## src/rtl/sandpile_pkg.sv

```systemverilog
// rtl/sandpile_pkg.sv - shared owner/state types and cell width for the grid port arbiter
package sandpile_pkg;

  localparam int CELL_W = 3;

  // Which requester drove the RAM for a read in the previous cycle
  typedef enum logic [1:0] {
    OWN_NONE,
    OWN_REND,
    OWN_SPI,
    OWN_SIM
  } owner_e;

  // LOCKED keeps the SPI readback out while the simulation does read-modify-write
  typedef enum logic {
    ST_IDLE,
    ST_LOCKED
  } state_e;

endpackage

```

## src/rtl/grid_port_arbiter_if.sv

```systemverilog
// rtl/grid_port_arbiter_if.sv - request/response and RAM port bundle of the grid port arbiter
interface grid_port_arbiter_if import sandpile_pkg::*; #(
  parameter int ROWS = 32,
  parameter int COLS = 32
);

  localparam int XW = $clog2(ROWS);
  localparam int YW = $clog2(COLS);

  logic              r_req;
  logic [XW-1:0]     r_x;
  logic [YW-1:0]     r_y;
  logic              r_rvalid;

  logic              s_req;
  logic [XW-1:0]     s_x;
  logic [YW-1:0]     s_y;
  logic              s_gnt;
  logic              s_rvalid;

  logic              m_req;
  logic              m_we;
  logic              m_lock;
  logic [XW-1:0]     m_x;
  logic [YW-1:0]     m_y;
  logic [CELL_W-1:0] m_wdata;
  logic              m_gnt;
  logic              m_rvalid;

  logic [CELL_W-1:0] rdata;

  logic              mem_en;
  logic              mem_we;
  logic [XW-1:0]     mem_x;
  logic [YW-1:0]     mem_y;
  logic [CELL_W-1:0] mem_wdata;
  logic [CELL_W-1:0] mem_rdata;

  logic              starve;

  modport slave (
    input  r_req, r_x, r_y, s_req, s_x, s_y,
    input  m_req, m_we, m_lock, m_x, m_y, m_wdata, mem_rdata,
    output r_rvalid, s_gnt, s_rvalid, m_gnt, m_rvalid, rdata,
    output mem_en, mem_we, mem_x, mem_y, mem_wdata, starve
  );

  modport master (
    output r_req, r_x, r_y, s_req, s_x, s_y,
    output m_req, m_we, m_lock, m_x, m_y, m_wdata, mem_rdata,
    input  r_rvalid, s_gnt, s_rvalid, m_gnt, m_rvalid, rdata,
    input  mem_en, mem_we, mem_x, mem_y, mem_wdata, starve
  );

endinterface

```

## src/rtl/rr_pick2.sv

```systemverilog
// rtl/rr_pick2.sv - two-requester round-robin picker (bit 0 = SIM, bit 1 = SPI)
module rr_pick2 (
  input  logic [1:0] req,
  input  logic       last,
  output logic [1:0] gnt
);

  // On contention the requester that did not win last time goes first
  always_comb begin
    gnt = req;
    if (req == 2'b11) begin
      gnt = last ? 2'b01 : 2'b10;
    end
  end

endmodule

```

## src/rtl/grid_port_arbiter.sv

```systemverilog
// rtl/grid_port_arbiter.sv - single-port grid RAM arbiter for renderer, SPI readback and simulation
module grid_port_arbiter import sandpile_pkg::*; #(
  parameter int ROWS       = 32,
  parameter int COLS       = 32,
  parameter int STARVE_MAX = 64
) (
  input logic                clk,
  input logic                rst,
  grid_port_arbiter_if.slave bus
);

  localparam int XW = $clog2(ROWS);
  localparam int YW = $clog2(COLS);

  state_e            state_q, state_d;
  owner_e            owner_q, owner_d;
  logic              last_s_q;
  logic [7:0]        wait_q, wait_d;
  logic              starve_q;

  logic [1:0]        pick_req, pick_gnt;
  logic              gnt_s, gnt_m;
  logic              en_d, we_d;
  logic [XW-1:0]     x_d;
  logic [YW-1:0]     y_d;
  logic [CELL_W-1:0] wdata_d;

  // The renderer (and reset) take the port away from S and M outright
  assign pick_req = (rst || bus.r_req) ? 2'b00
                  : {bus.s_req && (state_q != ST_LOCKED), bus.m_req};

  rr_pick2 u_pick (
    .req  (pick_req),
    .last (last_s_q),
    .gnt  (pick_gnt)
  );

  assign gnt_m = pick_gnt[0];
  assign gnt_s = pick_gnt[1];

  // Port mux, read-owner selection and lock state transitions
  always_comb begin
    en_d    = 1'b0;
    we_d    = 1'b0;
    x_d     = '0;
    y_d     = '0;
    wdata_d = '0;
    owner_d = OWN_NONE;
    state_d = state_q;

    if (!rst && bus.r_req) begin
      en_d    = 1'b1;
      x_d     = bus.r_x;
      y_d     = bus.r_y;
      owner_d = OWN_REND;
    end else if (gnt_m) begin
      en_d    = 1'b1;
      we_d    = bus.m_we;
      x_d     = bus.m_x;
      y_d     = bus.m_y;
      wdata_d = bus.m_wdata;
      owner_d = bus.m_we ? OWN_NONE : OWN_SIM;
    end else if (gnt_s) begin
      en_d    = 1'b1;
      x_d     = bus.s_x;
      y_d     = bus.s_y;
      owner_d = OWN_SPI;
    end

    case (state_q)
      ST_IDLE: begin
        if (gnt_m && !bus.m_we && bus.m_lock) state_d = ST_LOCKED;
      end
      ST_LOCKED: begin
        if ((gnt_m && bus.m_we) || !bus.m_req) state_d = ST_IDLE;
      end
      default: state_d = ST_IDLE;
    endcase
  end

  assign wait_d = (gnt_s || gnt_m)                           ? 8'd0
                : ((bus.s_req || bus.m_req) && wait_q != 8'hFF) ? wait_q + 8'd1
                : wait_q;

  // State register, fairness pointer, read-owner tag, wait counter and sticky starve flag
  always_ff @(posedge clk or posedge rst) begin
    if (rst) begin
      state_q  <= ST_IDLE;
      owner_q  <= OWN_NONE;
      last_s_q <= 1'b1;
      wait_q   <= 8'd0;
      starve_q <= 1'b0;
    end else begin
      state_q <= state_d;
      owner_q <= owner_d;
      if (gnt_m)      last_s_q <= 1'b0;
      else if (gnt_s) last_s_q <= 1'b1;
      wait_q <= wait_d;
      if (wait_d == 8'(STARVE_MAX)) starve_q <= 1'b1;
    end
  end

  assign bus.mem_en    = en_d;
  assign bus.mem_we    = we_d;
  assign bus.mem_x     = x_d;
  assign bus.mem_y     = y_d;
  assign bus.mem_wdata = wdata_d;
  assign bus.s_gnt     = gnt_s;
  assign bus.m_gnt     = gnt_m;
  assign bus.r_rvalid  = (owner_q == OWN_REND);
  assign bus.s_rvalid  = (owner_q == OWN_SPI);
  assign bus.m_rvalid  = (owner_q == OWN_SIM);
  assign bus.rdata     = bus.mem_rdata;
  assign bus.starve    = starve_q;

endmodule

```

## src/flat_wrapper.sv

```systemverilog
// flat-port wrapper written by rule: the top's interface ports become plain ports
module grid_port_arbiter_flat import sandpile_pkg::*;
#(
  parameter int ROWS       = 32,
  parameter int COLS       = 32,
  parameter int STARVE_MAX = 64
)
  (clk, rst, bus_r_req, bus_r_x, bus_r_y, bus_s_req, bus_s_x, bus_s_y, bus_m_req, bus_m_we, bus_m_lock, bus_m_x, bus_m_y, bus_m_wdata, bus_mem_rdata, bus_r_rvalid, bus_s_gnt, bus_s_rvalid, bus_m_gnt, bus_m_rvalid, bus_rdata, bus_mem_en, bus_mem_we, bus_mem_x, bus_mem_y, bus_mem_wdata, bus_starve);
  grid_port_arbiter_if #(.ROWS(ROWS), .COLS(COLS)) bus_i ();
  input logic clk;
  input logic rst;
  input wire logic [$bits(bus_i.r_req)-1:0] bus_r_req;
  input wire logic [$bits(bus_i.r_x)-1:0] bus_r_x;
  input wire logic [$bits(bus_i.r_y)-1:0] bus_r_y;
  input wire logic [$bits(bus_i.s_req)-1:0] bus_s_req;
  input wire logic [$bits(bus_i.s_x)-1:0] bus_s_x;
  input wire logic [$bits(bus_i.s_y)-1:0] bus_s_y;
  input wire logic [$bits(bus_i.m_req)-1:0] bus_m_req;
  input wire logic [$bits(bus_i.m_we)-1:0] bus_m_we;
  input wire logic [$bits(bus_i.m_lock)-1:0] bus_m_lock;
  input wire logic [$bits(bus_i.m_x)-1:0] bus_m_x;
  input wire logic [$bits(bus_i.m_y)-1:0] bus_m_y;
  input wire logic [$bits(bus_i.m_wdata)-1:0] bus_m_wdata;
  input wire logic [$bits(bus_i.mem_rdata)-1:0] bus_mem_rdata;
  output wire logic [$bits(bus_i.r_rvalid)-1:0] bus_r_rvalid;
  output wire logic [$bits(bus_i.s_gnt)-1:0] bus_s_gnt;
  output wire logic [$bits(bus_i.s_rvalid)-1:0] bus_s_rvalid;
  output wire logic [$bits(bus_i.m_gnt)-1:0] bus_m_gnt;
  output wire logic [$bits(bus_i.m_rvalid)-1:0] bus_m_rvalid;
  output wire logic [$bits(bus_i.rdata)-1:0] bus_rdata;
  output wire logic [$bits(bus_i.mem_en)-1:0] bus_mem_en;
  output wire logic [$bits(bus_i.mem_we)-1:0] bus_mem_we;
  output wire logic [$bits(bus_i.mem_x)-1:0] bus_mem_x;
  output wire logic [$bits(bus_i.mem_y)-1:0] bus_mem_y;
  output wire logic [$bits(bus_i.mem_wdata)-1:0] bus_mem_wdata;
  output wire logic [$bits(bus_i.starve)-1:0] bus_starve;
  assign bus_i.r_req = bus_r_req;
  assign bus_i.r_x = bus_r_x;
  assign bus_i.r_y = bus_r_y;
  assign bus_i.s_req = bus_s_req;
  assign bus_i.s_x = bus_s_x;
  assign bus_i.s_y = bus_s_y;
  assign bus_i.m_req = bus_m_req;
  assign bus_i.m_we = bus_m_we;
  assign bus_i.m_lock = bus_m_lock;
  assign bus_i.m_x = bus_m_x;
  assign bus_i.m_y = bus_m_y;
  assign bus_i.m_wdata = bus_m_wdata;
  assign bus_i.mem_rdata = bus_mem_rdata;
  assign bus_r_rvalid = bus_i.r_rvalid;
  assign bus_s_gnt = bus_i.s_gnt;
  assign bus_s_rvalid = bus_i.s_rvalid;
  assign bus_m_gnt = bus_i.m_gnt;
  assign bus_m_rvalid = bus_i.m_rvalid;
  assign bus_rdata = bus_i.rdata;
  assign bus_mem_en = bus_i.mem_en;
  assign bus_mem_we = bus_i.mem_we;
  assign bus_mem_x = bus_i.mem_x;
  assign bus_mem_y = bus_i.mem_y;
  assign bus_mem_wdata = bus_i.mem_wdata;
  assign bus_starve = bus_i.starve;
  grid_port_arbiter #(.ROWS(ROWS), .COLS(COLS), .STARVE_MAX(STARVE_MAX)) u_core (.clk(clk), .rst(rst), .bus(bus_i));
endmodule
```

## config.mk

```make
export PLATFORM = sky130hd
export DESIGN_NAME = grid_port_arbiter_flat
export DESIGN_NICKNAME = d
export VERILOG_FILES = /design/src/rtl/sandpile_pkg.sv /design/src/rtl/grid_port_arbiter_if.sv /design/src/rtl/rr_pick2.sv /design/src/rtl/grid_port_arbiter.sv /design/src/flat_wrapper.sv
export SDC_FILE = /design/constraint.sdc
export NUM_CORES = 1
export LEC_CHECK = 0
export ABC_CLOCK_PERIOD_IN_PS = 7300
export CAP_MARGIN = 20
export CORE_ASPECT_RATIO = 2
export CORE_MARGIN = 2
export CORE_UTILIZATION = 30
export DETAILED_ROUTE_END_ITERATION = 6
export GPL_TIMING_DRIVEN = 1
export PLACE_DENSITY = 0.72
export SETUP_SLACK_MARGIN = 0.2
export SYNTH_ARGS = -nofsm -noshare
export SYNTH_HDL_FRONTEND = slang
export SYNTH_HIERARCHICAL = 1
export SYNTH_SLANG_ARGS = --single-unit
```

## constraint.sdc

```tcl
create_clock -name clk -period 7.3 [get_ports clk]
set_input_delay 1.825 -clock clk [delete_from_list [all_inputs] [get_ports clk]]
set_output_delay 1.825 -clock clk [all_outputs]
set_load 0.1 [all_outputs]
```

; After elaboration in Yosys (flattened, before gate mapping)
; Index checks and enable logic that the tools add are counted.
[totals]
register_bits = 13
inputBits = 43
output_inout_bits = 24
wordCells = 54
[classes]
n_addsub = 1
n_eq_ne = 6
muxes = 27
bitwise = 1
n_reduce_logical = 14
[ops]
columns = op, n
row1 = two-way mux 5 bit, 6
row2 = two-way mux 8 bit, 2
row3 = two-way mux 2 bit, 7
row4 = two-way mux 1 bit, 9
row5 = adder 8 x 1 -> 8 bit (second input constant), 1
row6 = == test 8 x 7 -> 1 bit (second input constant), 1
row7 = inequality test 8 bit (second input constant), 1
row8 = == test 2 bit (second input constant), 3
row9 = logical AND 1 bit, 6
row10 = two-way mux 3 bit, 2
row11 = logical OR 1 bit, 4
row12 = logical NOT 1 bit, 3
row13 = == test 2 x 1 -> 1 bit (second input constant), 1
row14 = case mux 1 bit (2 select lines), 1
row15 = nonzero test 2 bit, 1
row16 = inverter 1 bit, 1

; Longest topological paths before layout
; Gate-level depths: netlist (run 1).
[depth]
ltp_word = 9
depth_mapped = 7
depth_no_buf = 6

; Modules after synthesis
; The synthesis (run 1) kept the hierarchy.
[modules_own_cells]
columns = mod, n_inst, cells_per_inst, area_each_um2, seq_area_each_um2
row1 = grid_port_arbiter, 1, 126, 1008.5, 326.6
row2 = rr_pick2, 1, 3, 18.8, 0.0

; Least setup slack after synthesis (run 1)
; No wires, ideal clock.
[synth_path]
kind = input to output
start = in bus_r_req
end = out bus_mem_x[3]
arrival_ns = 6.751
t_required_ns = 5.475
setup_slack_ns = -1.276
cell_stages = 6
path_buffers = 1
path_cell_list = nor4b_1 > a21boi_0 > nor2b_1 > clkbuf_1 > a22oi_1 > a21oi_1
[synth_via]
elab_chain_len = 7
elab_cells_between_ends = 8
classes_between = 1 x eq/ne / 5 x mux / 2 x reduce/logical
[synth_lines]
columns = item, line
row1 = from (decl), flat_wrapper.sv:12  ; input wire logic [$bits(bus_i.r_req)-1:0] bus_r_req;
row2 = logical OR 1 bit (*), grid_port_arbiter.sv:29  ; assign pick_req = (rst || bus.r_req) ? 2'b00
row3 = two-way mux 2 bit (*), grid_port_arbiter.sv:29
row4 = == test 2 bit, rr_pick2.sv:11  ; if (req == 2'b11) begin
row5 = two-way mux 2 bit (*), rr_pick2.sv:11
row6 = named net bus_s_gnt, flat_wrapper.sv:26  ; output wire logic [$bits(bus_i.s_gnt)-1:0] bus_s_gnt;
row7 = two-way mux 5 bit (*), grid_port_arbiter.sv:63  ; end else if (gnt_s) begin
row8 = two-way mux 5 bit (*), grid_port_arbiter.sv:56  ; end else if (gnt_m) begin
row9 = two-way mux 5 bit (*), grid_port_arbiter.sv:51  ; if (!rst && bus.r_req) begin
row10 = to (decl), flat_wrapper.sv:33  ; output wire logic [$bits(bus_i.mem_x)-1:0] bus_mem_x;
; Mark *: on every way through the listed nets, which the timed path passes. The rest lies on a longest branch.

; Worst setup path in the final report (run 1)
[layout_path]
start = in bus_s_req
end = out bus_mem_x[0]
[layout_via]
elab_chain_len = 7
[layout_lines]
columns = item, line
row1 = from (decl), flat_wrapper.sv:15  ; input wire logic [$bits(bus_i.s_req)-1:0] bus_s_req;
row2 = logical AND 1 bit (*), grid_port_arbiter.sv:30  ; : {bus.s_req && (state_q != ST_LOCKED), bus.m_req};
row3 = two-way mux 2 bit (*), grid_port_arbiter.sv:29
row4 = named net u_core.pick_req[1], grid_port_arbiter.sv:21  ; logic [1:0] pick_req, pick_gnt;
row5 = == test 2 bit, rr_pick2.sv:11
row6 = two-way mux 2 bit (*), rr_pick2.sv:11
row7 = two-way mux 5 bit, grid_port_arbiter.sv:63
row8 = two-way mux 5 bit (*), grid_port_arbiter.sv:56
row9 = two-way mux 5 bit (*), grid_port_arbiter.sv:51
; Marked as above.

==> summary.md, run 1 <==
| Metric | Value |
|---|---|
| Max clock buf depth | `2` |
| Max Transition Viols Final | `0` |
| Synth Cell Area | `1030 µm²` |
| P&R area growth vs syn | `60.8%` |
| Min setup slack post-route | `1.09 ns` |
| Total CTS buffers | `3` |
| Final wirelength | `3.19 mm` |
| Antenna violations before repair | `0` |
| Via density per instance | `5.45` |
| Chip width | `45.4 µm` |
| Worst min-delay path class | `reg2reg` |
| GR peak layer | `met2` |
| Drc violations | `0` |
| Largest cells by area after synthesis | `dfrtp_1, a21oi_1, nor2_1` |
| Nets@finish | `228` |
| Post-DP HPWL | `2.65 mm` |
| CP max FO | `12` |
| Synth top area share | `29.2%` |
| Met3 Use GR | `2.71%` |
| Status | `complete, no violations` |
| Final min period | `6.21 ns` |
| Clk root buf | `clkbuf_8` |
| IO buf count | `60` |
| CP startpoint kind | `input port` |
| Largest net degree at the start of global routing | `28` |
| Mean Syn Cell Area | `7.96 µm²` |
| RSZ-0062 raised after global routing | `false` |
| Starting DRT DRC Count | `18` |
| Seq/Total Area, Yosys | `31.8%` |
| Post-synth top flop | `dfrtp_1` |
| PD cells | `192 nW/µm²` |
| Reg clk slew, reported paths | `0.05 ns` |
| Clock Skew | `0.00141 ns` |
| CP Class | `in2out` |
| Worst EP required | `5.48 ns` |
| Initial core utilization | `30.7%` |
| Share of layout cells above drive strength 1 | `20.2%` |
| Worst-Skew Late Latency | `0.25 ns` |
| Vias | `1,171` |
| Final Hold Viols | `0` |
| Drt pass-1 iters | `4` |
| Post_cts resized | `0` |
| CTS tree | `built` |
| Async SR Flop Fraction | `100%` |
| Most common cell in the netlist | `nor2_1` |
| FMAX | `161 MHz` |
| Setup Fix Bufs, Post-CTS | `0` |
| Top cells by count, synth | `nor2_1, a21oi_1, dfrtp_1` |
| Synth Register Bits | `13` |
| Syn. warnings | `6` |
| Met2 Use GR | `33.0%` |
| Wire per inst | `14.8 µm` |
| Max cap viols | `0` |
| Leading area contributor after synthesis | `dfrtp_1` |
| Post-synth EDFFs | `0` |
| Finished Core Util | `49.4%` |
| Die height | `86.8 µm` |
| Max_slew headroom | `34.9%` |
| Routability Congestion | `0.865` |
| H-tree levels | `1` |
| Met1 usage in global routing | `18.3%` |
| GRT Residual Overflow | `0` |
| Vias in the first global route | `1,231` |
| First-pass GRT wire length | `5.33 mm` |
| CORE AREA | `3340 µm²` |
| Die area | `3940 µm²` |
| Crit path arrival time | `4.38 ns` |
| Distinct cells, synth | `39` |
| All-Layer GR Usage | `18.1%` |
| Final Setup Violations | `0` |
| Syn nets | `173` |
| Pre-CTS WS | `1.08 ns` |
| I/O pin count | `67` |
| Period utilisation layout | `85.0%` |
| Hold-fix buffers, CTS | `0` |
| Post-Syn Instances | `129` |
| Crit end category | `primary output` |
| Final setup TNS | `0 ns` |
| Antenna diode count | `0` |
| Routed Antenna Nets | `0` |
| Worst IR Drop VDD | `0.109 mV` |
| Worst-Margin Slew | `0.973 ns` |
| LEAKAGE | `0.710 nW` |
| Total clock sinks | `13` |
| # rows | `30` |
-- final timing paths --
kind | start | endpoint | slack (ns) | cells after the start
max in group asynchronous | rst | u_core/last_s_q | 4.95 | 2
min in group asynchronous | rst | u_core/wait_q[1] | 1.99 | 2
hold reg to reg | u_core/bus.starve | u_core/bus.starve | 0.48 | 1
setup reg to reg | u_core/state_q | u_core/bus.starve | 5.11 | 6
setup / recovery | bus_s_req | bus_mem_x[0] | 1.09 | 8
hold / removal | u_core/bus.starve | u_core/bus.starve | 0.48 | 1
-- power breakdown --
group | total (mW) | switching [mW] | internal [mW]
sequential | 0.104 | 0.0193 | 0.0844
clock | 0.0645 | 0.0259 | 0.0386
combinational | 0.149 | 0.0936 | 0.0549
total | 0.317 | 0.139 | 0.178
-- layout make-up --
cell class	count	area, µm²
Inverter	4	15.0
Multi-Input combinational cell	101	659
Clock buffer	4	45.0
Timing Repair Buffer	61	566
Sequential cell	13	327
Fill cell	306	1690
Tap cell	32	40.0
-- sequential cells by signal (all words and copies together) (netlist names) --
| signal | cells |
|---|---|
| u_core/owner_q | 2 |
| u_core/wait_q | 8 |
| u_core/bus.starve | 1 |
| u_core/state_q | 1 |
| u_core/last_s_q | 1 |
-- kinds of logic (layout without fill, tap and decap cells) --
group,after synthesis,after routing,share of synthesized area [%]
flops,13,13,31.8
fa+ha+maj,1,1,1.22
simple gates,55,55,28.5
xor+xnor,3,3,2.56
compound gates,39,39,25.2
buf+inv,15,69,7.67
mux,3,3,3.05
-- worst max-delay path, stage by stage --
cell	delay (ns)
clkdlybuf4s50_1	0.56
nor4b_1	0.37
a21boi_2	0.22
buf_4	0.23
nor2b_1	0.48
a22oi_1	0.20
a21oi_2	0.18
buf_4	0.31
-- routing by layer --
metal,wire (µm),vias up
met5,0,-
met4,118,0
met3,205,11
met2,1800,63
met1,1070,526
li1,-,571
-- per-stage QoR --
stage	hold slack (ns)	power [mW]	cell area (µm²)	std cells
floorplan	0.479	0.219	1060	129
global placement	0.460	0.250	1610	211
detailed placement	0.466	0.253	1610	211
CTS	0.485	0.319	1650	215
global route	0.511	0.334	1650	215
finish	0.482	0.317	1650	215
-- placed cells by master (no fill, tap or decap), types with 2 or more instances in the layout --
cell,synthesis,layout
buf_4,6,18
a22oi_1,9,9
nand4_1,2,2
a21oi_1,17,9
nor3b_1,5,5
dfrtp_1,12,12
inv_1,4,4
nor2b_1,3,3
nand2_1,7,7
xor2_1,2,2
mux2i_1,2,2
nand3_1,3,3
and2_1,2,2
and3_1,5,5
a21boi_2,0,2
a21oi_2,0,8
o21ai_0,3,3
nor2_1,20,20
clkbuf_8,0,3
clkdlybuf4s50_1,0,43
Power figures use the tool's default switching activity.
==> run 2, diff against run 1 <==
==> constraint.sdc (replaced) <==
create_clock -name clk -period 7.3 [get_ports clk]
set_input_delay 1.46 -clock clk [delete_from_list [all_inputs] [get_ports clk]]
set_output_delay 1.46 -clock clk [all_outputs]
set_load 0.1 [all_outputs]
==> run 2 against run 1 <==
Die area unchanged. Largest cell class unchanged. Sequential share of layout area grew 0.37 points. Via count rose by 0.51%. Worst hold slack worse by 0.0013 ns. Non-clock buffer count unchanged. Total power shrank 1.8%.
==> summary.md, run 2 (same netlist as run 1, synthesis figures left out) <==
| Metric | Value |
|---|---|
| Status | `complete, no violations` |
| CP max FO | `11` |
| GRT Residual Overflow | `0` |
| Vias | `1,177` |
| PD cells | `192 nW/µm²` |
| Routability Congestion | `0.808` |
| P&R area growth vs syn | `57.9%` |
| CTS tree | `built` |
| Max_slew headroom | `34.1%` |
| Initial core utilization | `30.7%` |
| Worst min-delay path class | `reg2reg` |
| Antenna violations before repair | `0` |
| Crit path arrival time | `4.45 ns` |
| Drt pass-1 iters | `4` |
| Via density per instance | `5.47` |
| Die area | `3940 µm²` |
| Vias in the first global route | `1,191` |
| Biggest regs | `u_core/wait_q (8), u_core/owner_q (2)` |
| Starting DRT DRC Count | `26` |
| Worst IR Drop VDD | `0.120 mV` |
| Clk root buf | `clkbuf_8` |
| Antenna diode count | `0` |
| Period utilisation layout | `80.9%` |
| Post_cts resized | `0` |
| Crit end category | `primary output` |
| H-tree levels | `1` |
| Worst-Skew Late Latency | `0.24 ns` |
| RSZ-0062 raised after global routing | `false` |
| R2R setup slack | `4.99 ns` |
| Post-DP HPWL | `2.53 mm` |
| Final min period | `5.91 ns` |
| Wire per inst | `14.1 µm` |
| Total clock sinks | `13` |
| Share of layout cells above drive strength 1 | `13.1%` |
| First-pass GRT wire length | `5.03 mm` |
| Setup Fix Bufs, Post-CTS | `0` |
| Reg clk slew, reported paths | `0.05 ns` |
| Drc violations | `0` |
| IO buf count | `60` |
| FMAX | `169 MHz` |
| Most frequent cells in the layout | `clkdlybuf4s50_1, nor2_1, a21oi_1` |
| Total CTS buffers | `3` |
| Max Transition Viols Final | `0` |
| CP startpoint kind | `input port` |
| Max clock buf depth | `2` |
| Finished Core Util | `48.5%` |
| Hold-fix buffers, CTS | `0` |
| Reg power frac | `33.9%` |
| Nets@finish | `228` |
| Most common cell after layout, fill and taps aside | `clkdlybuf4s50_1` |
| Max FFs per register | `8` |
| # rows | `30` |
| Sw Ratio | `43.2%` |
| Max cap viols | `0` |
| Sw power | `134 µW` |
| Clock Skew | `0.00505 ns` |
| Final wirelength | `3.04 mm` |
| Die height | `86.8 µm` |
| CP Class | `in2out` |
| CORE AREA | `3340 µm²` |
| Routed Antenna Nets | `0` |
| Worst EP required | `5.84 ns` |
| Largest register by flop count | `u_core/wait_q` |
| Worst-Margin Slew | `0.985 ns` |
| All-Layer GR Usage | `17.0%` |
| Final Setup Violations | `0` |
| Chip width | `45.4 µm` |
| I/O pin count | `67` |
| Clock power share | `19.9%` |
| Final Hold Viols | `0` |
| Largest net degree at the start of global routing | `28` |
| Combinational share of power | `46.2%` |
| LEAKAGE | `0.702 nW` |
| Final setup TNS | `0 ns` |
| Internal power | `177 µW` |
## run 2: cell count changes in the layout (fill, tap and decap cells not counted), sizes merged
cell	change
buf	-3
clkdlybuf4s50	+3
## run 2: final timing paths
kind,start,end,depth (start not counted)
setup / recovery,bus_m_req,bus_mem_x[1],8
hold / removal,u_core/bus.starve,u_core/bus.starve,1
setup reg to reg,u_core/state_q,u_core/bus.starve,6
hold reg to reg,u_core/bus.starve,u_core/bus.starve,1
max in group asynchronous,rst,u_core/last_s_q,2
min in group asynchronous,rst,u_core/bus.starve,2
## run 2: layer usage
metal	vias to the layer above	part of all wire, %	global-route usage, %
met3	6	6.0	2.29
met4	0	2.9	9.63
met2	55	56	31.0
li1	570	-	-
met5	-	0	0
met1	546	35	17.2
## run 2: per-stage QoR
step | instance area, µm² | worst slack (ns) | std cells | total power [mW] | hold slack (ns)
6_report | 1620 | 1.39 | 215 | 0.311 | 0.480
3_5_place_dp | 1580 | 1.39 | 211 | 0.250 | 0.461
2_1_floorplan | 1030 | 0.288 | 129 | 0.216 | 0.472
4_1_cts | 1620 | 1.38 | 215 | 0.313 | 0.484
3_3_place_gp | 1580 | 1.45 | 211 | 0.247 | 0.455
5_1_grt | 1620 | 1.05 | 215 | 0.330 | 0.502
## run 2: final cells by class
cell class              count  area [µm²]
clock buffers               4        45.0
fillers                   314        1720
inverters                   4        15.0
multi-input cells         101         622
flip-flops and latches     13         327
well taps                  32        40.0
repair buffers             61         573
## run 2: critical path: stages
cell             delay (ns)
clkdlybuf4s50_1        0.59
nor3b_1                0.26
a21boi_1               0.58
inv_1                  0.15
and3_1                 0.22
a21oi_1                0.11
a21oi_1                0.08
clkdlybuf4s50_1        1.00
## run 2: power groups by stage
stage	logic (mW)	clock network (mW)	registers [mW]
after floorplan	0.121	0	0.0948
after global placement	0.142	0	0.104
after detailed placement	0.144	0	0.106
after CTS	0.145	0.0630	0.105
after global routing	0.155	0.0673	0.108
final	0.144	0.0620	0.105
==> run 3, diff against run 2 <==
ABC_CLOCK_PERIOD_IN_PS = 5900   (was 7300)
clock period = 5.9 ns   (was 7.3 ns; I/O delays follow)
==> run 3 against run 2 <==
Combinational power is 27% higher. Largest power group unchanged. Non-clock buffer count stayed put. Total power is 26% higher. Highest routed layer unchanged.
==> summary.md, run 3 (same netlist as run 1, synthesis figures left out) <==
| Metric | Value |
|---|---|
| LEAKAGE | `0.711 nW` |
| Drc violations | `0` |
| Fillers | `314` |
| R2R setup slack | `3.75 ns` |
| Largest net degree at the start of global routing | `28` |
| Total CTS buffers | `3` |
| RSZ-0062 raised after global routing | `false` |
| Final setup TNS | `0 ns` |
| Max FFs per register | `8` |
| Final Hold Viols | `0` |
| Clock Skew | `0.00449 ns` |
| Post_cts resized | `0` |
| Post-DP HPWL | `2.70 mm` |
| Min setup slack post-route | `0.939 ns` |
| Worst EP required | `4.72 ns` |
| PD cells | `237 nW/µm²` |
| R2R Path End | `u_core/bus.starve` |
| Crit. Startpoint | `bus_s_req` |
| All-Layer GR Usage | `18.3%` |
| Final wirelength | `3.27 mm` |
| Period utilisation layout | `84.1%` |
| I/O pin count | `67` |
| Max_slew headroom | `34.2%` |
| Biggest regs | `u_core/wait_q (8), u_core/owner_q (2)` |
| Final min period | `4.96 ns` |
| Worst-Margin Slew | `0.985 ns` |
| Worst min-delay path class | `reg2reg` |
| Reg power frac | `33.2%` |
| Sw power | `172 µW` |
| H-tree levels | `1` |
| Reg clk slew, reported paths | `0.06 ns` |
| Most frequent cells in the layout | `clkdlybuf4s50_1, nor2_1, buf_4` |
| CP max FO | `9` |
| Die height | `86.8 µm` |
| Initial core utilization | `30.7%` |
| Max Transition Viols Final | `0` |
| Pre-CTS WS | `1.03 ns` |
| Wire per inst | `15.2 µm` |
| Clock power share | `20.1%` |
| Chip width | `45.4 µm` |
| End point of the critical path | `bus_mem_x[2]` |
| P&R area growth vs syn | `61.1%` |
| Most common cell after layout, fill and taps aside | `clkdlybuf4s50_1` |
| Routed Antenna Nets | `0` |
| # rows | `30` |
| CP startpoint kind | `input port` |
| Vias in the first global route | `1,303` |
| Nets@finish | `228` |
| Hold-fix buffers, CTS | `0` |
| Antenna violations before repair | `0` |
| Share of layout cells above drive strength 1 | `20.8%` |
| GRT Residual Overflow | `0` |
| Worst Reg2Reg Path Length in Cells | `5` |
| IO buf count | `60` |
| Setup Fix Bufs, Post-CTS | `0` |
| First-pass GRT wire length | `5.38 mm` |
| FMAX | `202 MHz` |
| Power Total | `392 µW` |
| Routability Congestion | `0.833` |
| R2R Path Start | `u_core/state_q` |
| Crit path arrival time | `3.78 ns` |
| Vias | `1,224` |
| Via density per instance | `5.69` |
| Crit end category | `primary output` |
| Antenna diode count | `0` |
| Max cap viols | `0` |
| Post-Place Cells | `211` |
| Non-Filler Instances | `215` |
| Largest register by flop count | `u_core/wait_q` |
| Final Setup Violations | `0` |
| Sw Ratio | `43.9%` |
| Drt pass-1 iters | `4` |
| Clk root buf | `clkbuf_8` |
| CORE AREA | `3340 µm²` |
| Die area | `3940 µm²` |
| Internal power | `220 µW` |
| Total clock sinks | `13` |
| Worst-Skew Late Latency | `0.24 ns` |
| CP Class | `in2out` |
| Worst IR Drop VDD | `0.129 mV` |
| Max clock buf depth | `2` |
| Status | `complete, no violations` |
| Combinational share of power | `46.7%` |
| CTS tree | `built` |
| Starting DRT DRC Count | `36` |
run 3: cell types whose count changed in the layout (fill, tap and decap cells not counted):
cell	delta
a21boi_1	-2
a21boi_2	+2
a21oi_1	-9
a21oi_2	+9
buf_4	+3
clkdlybuf4s50_1	-3
run 3: cell type report:
type / instances / area [µm²] / area share, %
multi-input cells: 101 / 663 / 40.1
repair buffers: 61 / 566 / 34.2
inverters: 4 / 15.0 / 0.907
clock buffers: 4 / 45.0 / 2.72
flip-flops and latches: 13 / 327 / 19.7
well taps: 32 / 40.0 / 2.42
run 3: metal layers:
metal / vias to the layer above / GRT usage, % / share of wire (%)
met5: - / 0 / 0
met4: 0 / 5.61 / 1.1
met3: 4 / 5.00 / 7.8
met2: 66 / 35.8 / 58
met1: 582 / 16.7 / 33
li1: 572 / - / -
run 3: worst max-delay path: stages:
cell,delay (ns)
clkdlybuf4s50_1,0.55
nor4b_1,0.39
a21boi_2,0.31
nor2b_1,0.60
a22oi_1,0.23
a21oi_2,0.20
buf_4,0.31
run 3: how the worst min path moves through the flow:
stage,start,to,cells after the start
5_1_grt,u_core/bus.starve,u_core/bus.starve,1
3_5_place_dp,u_core/bus.starve,u_core/bus.starve,1
6_report,u_core/bus.starve,u_core/bus.starve,1
2_1_floorplan,u_core/last_s_q,u_core/last_s_q,2
4_1_cts,u_core/bus.starve,u_core/bus.starve,1
3_3_place_gp,u_core/bus.starve,u_core/bus.starve,1
run 3: through the flow:
step	hold slack (ns)	area [µm²]	util, %
after CTS	0.479	1660	49.6
after global routing	0.511	1660	49.6
after floorplan	0.479	1070	-
final	0.478	1660	49.6
after detailed placement	0.459	1610	48.2
after global placement	0.455	1610	48.2
run 3: power by group through the flow:
| stage | Sequential [mW] | Combinational [mW] | Clock [mW] |
|---|---|---|---|
| after detailed placement | 0.130 | 0.183 | 0 |
| after floorplan | 0.118 | 0.154 | 0 |
| final | 0.130 | 0.183 | 0.0787 |
| after CTS | 0.129 | 0.184 | 0.0810 |
| after global routing | 0.133 | 0.198 | 0.0846 |
| after global placement | 0.130 | 0.180 | 0 |
